--- config.mk ---
export PLATFORM = sky130hd
export DESIGN_NAME = seq_div
export DESIGN_NICKNAME = d
export VERILOG_FILES = /design/src/rtl/seq_div.sv
export SDC_FILE = /design/constraint.sdc
export NUM_CORES = 1
export LEC_CHECK = 0
export CORE_ASPECT_RATIO = 0.8
export CORE_MARGIN = 2
export CORE_UTILIZATION = 32
export DETAILED_ROUTE_END_ITERATION = 8
export DONT_BUFFER_PORTS = 1
export HOLD_SLACK_MARGIN = 0.03
export PLACE_DENSITY_LB_ADDON = 0.1
export SYNTH_ARGS = -nofsm -noshare
export SYNTH_HDL_FRONTEND = slang
export SYNTH_SLANG_ARGS = --single-unit
--- constraint.sdc ---
create_clock -name clk -period 4.45 [get_ports clk]
set_input_delay 0.89 -clock clk [delete_from_list [all_inputs] [get_ports clk]]
set_output_delay 0.89 -clock clk [all_outputs]
set_load 0.01 [all_outputs]
--- src/rtl/seq_div.sv ---
// Sequential unsigned restoring divider: 2N-bit dividend / N-bit divisor, one quotient bit per clock.
// Define SEQ_DIV_CHECK_EN to flag divide-by-zero and quotient overflow with a 1-cycle err completion.
module seq_div #(
  parameter int N = 4
) (
  input  logic           clk,
  input  logic           rst,
  input  logic           start,
  input  logic [2*N-1:0] dividend,
  input  logic [N-1:0]   divisor,
  output logic [N-1:0]   quotient,
  output logic [N-1:0]   remainder,
  output logic           busy,
  output logic           done,
  output logic           err
);

  localparam int CW = $clog2(N + 1);

  typedef enum logic [1:0] {IDLE, CALC, DONE} state_t;

  state_t         state, state_nxt;
  logic [2*N-1:0] r;
  logic [2*N-1:0] r_step;
  logic [N-1:0]   d;
  logic [CW-1:0]  cnt;
  logic           carry;
  logic [N:0]     t;
  logic [N:0]     t_sub;
  logic           op_err;
  logic           last_step;

  // Handshake: start is a request honoured only in IDLE (no queuing); done is a
  // one-cycle completion pulse, and quotient/remainder/err hold until the next accepted start.

  // One restoring step: shift R left, trial-subtract D from the (N+1)-bit upper window.
  always_comb begin
    carry  = r[2*N-1];
    t      = {carry, r[2*N-2:N-1]};
    t_sub  = t - {1'b0, d};
    r_step = {t[N-1:0], r[N-2:0], 1'b0};
    if (t >= {1'b0, d}) begin
      r_step = {t_sub[N-1:0], r[N-2:0], 1'b1};
    end
  end

`ifdef SEQ_DIV_CHECK_EN
  assign op_err = (divisor == '0) || (dividend[2*N-1:N] >= divisor);
`else
  assign op_err = 1'b0;
`endif

  assign last_step = (cnt == CW'(1));

  always_comb begin
    state_nxt = state;
    case (state)
      IDLE: begin
        if (start) begin
          state_nxt = op_err ? DONE : CALC;
        end
      end
      CALC: begin
        if (last_step) begin
          state_nxt = DONE;
        end
      end
      DONE:    state_nxt = IDLE;
      default: state_nxt = IDLE;
    endcase
  end

  always_ff @(posedge clk) begin
    if (rst) begin
      state     <= IDLE;
      cnt       <= '0;
      r         <= '0;
      d         <= '0;
      quotient  <= '0;
      remainder <= '0;
    end else begin
      state <= state_nxt;
      case (state)
        IDLE: begin
          if (start) begin
            r   <= dividend;
            d   <= divisor;
            cnt <= CW'(N);
            if (op_err) begin
              quotient  <= '1;
              remainder <= dividend[N-1:0];
            end
          end
        end
        CALC: begin
          r   <= r_step;
          cnt <= cnt - 1'b1;
          // Results are published on the edge that enters DONE.
          if (last_step) begin
            quotient  <= r_step[N-1:0];
            remainder <= r_step[2*N-1:N];
          end
        end
        default: ;
      endcase
    end
  end

`ifdef SEQ_DIV_CHECK_EN
  logic err_q;
  always_ff @(posedge clk) begin
    if (rst) begin
      err_q <= 1'b0;
    end else if (state == IDLE && start) begin
      err_q <= op_err;
    end
  end
  assign err = err_q;
`else
  assign err = 1'b0;
`endif

  assign busy = (state == CALC);
  assign done = (state == DONE);

endmodule

# == After elaboration in Yosys (flattened, before gate mapping) ==
# Cells that the tools add are included.
# word_totals
mem_bits_ro,0
latch_bits,0
in_bits,15
ff_bits,25
memories,0
output_inout_bits,11
ram_bits,0
# classes
bitwise_logic,0
shift,0
n_lt_le_gt_ge,1
reduce_logical,6
n_addsub,2
mul,0
n_eq_ne,5
div_mod_pow,0
n_mux,8
# op_table
cell,count
2-to-1 mux 8 bit,2
case mux 8 bit (2 select lines),1
AND reduction 2 bit,4
case mux 3 bit (2 select lines),1
>= comparator 5 x 4 -> 1 bit,1
2-to-1 mux 2 bit,2
case mux 2 bit (2 select lines),1
subtractor 4 bit,1
"equality test 3 x 1 -> 1 bit, second input constant",1
2-to-1 mux 3 bit,1
"subtractor 3 x 1 -> 3 bit, second input constant",1
"equality test 2 x 1 -> 1 bit, second input constant",1
"equality test 2 bit, second input constant",1
zero test 2 bit,1
"!= test 2 x 1 -> 1 bit, second input constant",1
"!= test 2 bit, second input constant",1
nonzero test 2 bit,1

# == Depth between registers and ports, before layout ==
# depth
word_depth,3
mapped_depth,7
mapped_depth_nobuf,7

# == Least setup slack after synthesis ==
# OpenSTA, ideal clock, no wires.
# synth_timing
path_kind,input-to-reg
from,in start
to,reg d[0]
required_ps,4322
setup_slack_ps,2510
stages,6
path_buffers,2
arrival_time_ps,1812
setup_ps,128
path_cell_list,buf_2 > nor2b_1 > and2b_1 > buf_2 > mux2i_1 > nor2_1
# synth_via
elab_chain_cells,1
# synth_rtl
item,line,text
"start, declared",8,"input logic start,"
AND reduction 2 bit (no source line),n/a,
"end signal, assigned",87,d <= divisor;
"end, declared",25,logic [N-1:0] d;
# No other way between the ends.
# A chain may end at the register's enable or synchronous reset.

# == Worst setup path after layout ==
# layout_timing
from,reg state[1]
to,out busy
# layout_via
elab_chain_cells,1
# layout_rtl
item,line,text
"start, declared",22,"state_t state, state_nxt;"
"start signal, assigned",82,state <= state_nxt;
equality test 2 x 1 -> 1 bit,123,assign busy = (state == CALC);
"end, declared",13,"output logic busy,"
# No other way between the ends.

==> impl_metrics.py <==
metrics = {
    "setup_path": {
        "start_kind": "flop",
        "crit_type": "reg2out",
        "r2r_slack_ps": 2560,
        "slowest_stage": "dfxtp_1",
        "end_kind": "output port",
        "cpPeakStageDelay_ps": 580,
        "cpLargestDelayFamily": "flip-flops",
        "r2r_start": "r[3]$_SDFFE_PP0P_",
        "reg2reg_depth": 7,
        "required_ps": 3560,
        "cp_max_fo": 12,
        "cp_cell_sequence": "nand2b_1, inv_1",
        "critical_path_arrival_ps": 1450,
        "worst-path-buf-inv": 1,
        "r2r_end": "remainder[0]$_SDFFE_PP0P_",
    },
    "placed_design": {
        "port_buffers": 0,
        "globalplace.congestion": 0.763,
        "pre_cts_ws_ps": 2430,
        "hpwl_um": 2070,
    },
    "pwr": {
        "leakage_nw": 0.535,
        "irDropWorstVdd_uv": 123,
        "p_per_area_nw_per_um2": 380,
    },
    "hold_path": {
        "hold_depth": 2,
        "hold_path.class": "reg2reg",
        "min_to": "cnt[1]$_SDFFE_PP0P_",
        "min-delay-start": "cnt[1]$_SDFFE_PP0P_",
    },
    "sta": {
        "final_max_slew_viol_count": 0,
        "finalCritPeriodShare_pct": 52.5,
        "slew_headroom_pct": 61.7,
        "fmax_ghz": 0.428,
        "setup_ws_ps": 2110,
        "fin_worst_skew_ps": 9.29,
        "setup-violations-final": 0,
        "post-route-min-period_ps": 2340,
        "timing.setup.tns_ps": 0,
        "rsz0062_at_grt": "no",
        "worst_slew_pin_slew_ps": 574,
        "finalHoldViolCount": 0,
    },
    "detailed_routing": {
        "ant_nets": 0,
        "routed_wl_um": 2810,
        "first_pass_iters": 4,
        "drtIter0Drc": 40,
        "viasPerCell": 4.86,
        "wl_per_cell_um": 14.0,
        "route.detailed.drc": 0,
        "via_count": 971,
    },
    "cts": {
        "cts_root_buf": "clkbuf_8",
        "cts_tree": "yes",
        "cts_hold_buf": 0,
        "ctsResizeCount": 0,
        "cts_max_level": 1,
        "post_cts_buffers": 0,
        "cts_buffer_depth": 2,
        "clk_pin_slew_worst_paths_ps": 100,
        "numCtsBuffers": 3,
        "clk_latency_ps": 280,
        "cts.sinks": 25,
    },
    "global_routing": {
        "grt_max_degree": 27,
        "grt_antenna_before_repair": 0,
        "grt_pass1_vias": 944,
        "overflow": 0,
        "grt_first_pass_wirelength_um": 4710,
        "track_usage_pct": 14.2,
    },
    "final_layout": {
        "syn2layout_area_growth_pct": 5.59,
        "fill_cells": 443,
        "multiInputGateArea_um2": 707,
        "utilization_pct": 35.6,
        "seq_area_um2": 500,
        "layout-drive-gt1-share_pct": 8.97,
        "nets": 168,
        "antenna_cells": 0,
    },
    "logic_synthesis": {
        "syn_nets": 172,
        "yosys-top-cells-area": "dfxtp_1, nor2_1, a21oi_1, ha_1, mux2i_1",
        "synth_top_area_share_pct": 38.5,
        "ys_types": 36,
        "yosys_warnings": 0,
        "ys_seq_area_share_pct": 38.5,
        "synthesis.area_um2": 1300,
        "synth_edf_count": 0,
        "synth_cells": 150,
        "ys_ff_latch": 25,
        "avgSynthCellArea_um2": 8.66,
        "synth-main-ff-cell": "dfxtp_1",
        "synth.largest_area_cell": "dfxtp_1",
        "ys_async_sr_fraction_pct": 0,
    },
    "die": {
        "boundaryPins": 26,
        "die_area_um2": 4590,
        "fp-row-count": 20,
        "core_region_area_um2": 3850,
        "start_util_pct": 33.7,
        "fp.dieW_um": 75.2,
        "chipHeight_um": 61.0,
    },
    "outcome": {
        "status": "finished clean",
    },
    "job": {
        "max-cap-violations": 0,
    },
}
[stage by stage]
step / hold slack (ps) / total power [mW] / instance area (um2) / std cells
floorplan: 454 / 0.362 / 1300 / 150
global placement: 474 / 0.382 / 1320 / 196
detailed placement: 483 / 0.382 / 1320 / 196
CTS: 508 / 0.530 / 1370 / 200
global route: 547 / 0.559 / 1370 / 200
finish: 500 / 0.521 / 1370 / 200
[kinds of logic (layout without fill, tap and decap cells)]
family                   after synthesis  count (layout)  synth area share (%)
AND/OR/NAND/NOR                       50              50                  18.9
AO/OA/AOI/OAI                         37              37                  20.7
flip-flops                            25              25                  38.5
buffers and inverters                 21              16                  7.03
multiplexers                           8               8                  6.55
adder cells (fa/ha/maj)                7               7                  7.32
other                                  1               1                 0.289
XOR/XNOR                               1               1                 0.674
[worst max path at each step]
stage               slack (ps)                 to  cells after the start                  start
global route              1990               busy                      2  state[1]$_SDFFE_PP0P_
floorplan                 2510  d[0]$_SDFFE_PP0P_                      6                  start
CTS                       2120               busy                      2  state[1]$_SDFFE_PP0P_
finish                    2110               busy                      2  state[1]$_SDFFE_PP0P_
global placement          2480  d[0]$_SDFFE_PP0P_                      4                  start
detailed placement        2430  r[5]$_SDFFE_PP0P_                      4                  start
[layout make-up]
class | count | share of cell area (%)
Clock buffer | 3 | 3.01
Clock inverter | 1 | 0.639
Sequential cell | 25 | 36.5
Multi-Input combinational cell | 104 | 51.6
Inverter | 12 | 3.28
Tap cell | 55 | 5.02
[Yosys cell counts, drive strengths merged, types with 2 or more instances]
master and number:
a21oi 16, o221a 2, nand2 2, nand2b 6, a211oi 2, o32ai 2, o21ai 3, nor2b 6
nor2 30, mux2i 7, buf 6, dfxtp 25, clkbuf 3, o22ai 5, inv 12, ha 6
nand3b 2, a22oi 2, a221oi 2
[layer usage]
metal	vias up	wire length [um]	GRT usage (%)
met5	-	0	0
met4	0	28	3.76
met3	4	234	6.64
met2	21	1110	19.4
met1	442	1440	20.0
li1	504	-	-
[registers in the layout (all words and copies together), names as in the netlist]
signal,cells
r,8
cnt,3
d,4
remainder,4
quotient,4
state,2
[tightest hold or removal path, stage by stage (launching register included)]
cell	delay (ps)
dfxtp_1	340
a21oi_1	60
nor2_1	70
[cells in the final DEF, fill, tap and decap left out]
cell        n
a211oi_1    1
o22ai_2     1
clkbuf_8    3
o21ai_2     1
mux2_4      1
inv_6       1
a211oi_2    1
nor2b_1     6
o21ai_0     1
and2b_1     1
dfxtp_1    25
conb_1      1
o22ai_1     4
o221a_2     2
o21bai_1    1
ha_1        6
a22oi_1     2
a21oi_1    16
or3_1       1
nand2b_1    6
o21ai_1     1
mux2i_1     7
a2111oi_0   1
inv_1      12
nand3b_1    2
nor2_4      1
nor2_1     29
and3b_1     1
nand2_1     2
xor2_1      1
o32ai_2     2
a211o_1     1
nor3_1      1
a221oi_1    2
fa_1        1
[power breakdown]
part	switching, mW	internal [mW]
Sequential	0.0141	0.240
Clock	0.0787	0.0657
Combinational	0.0706	0.0521
Total	0.163	0.357
No activity file was read; power rests on OpenSTA's default activity.
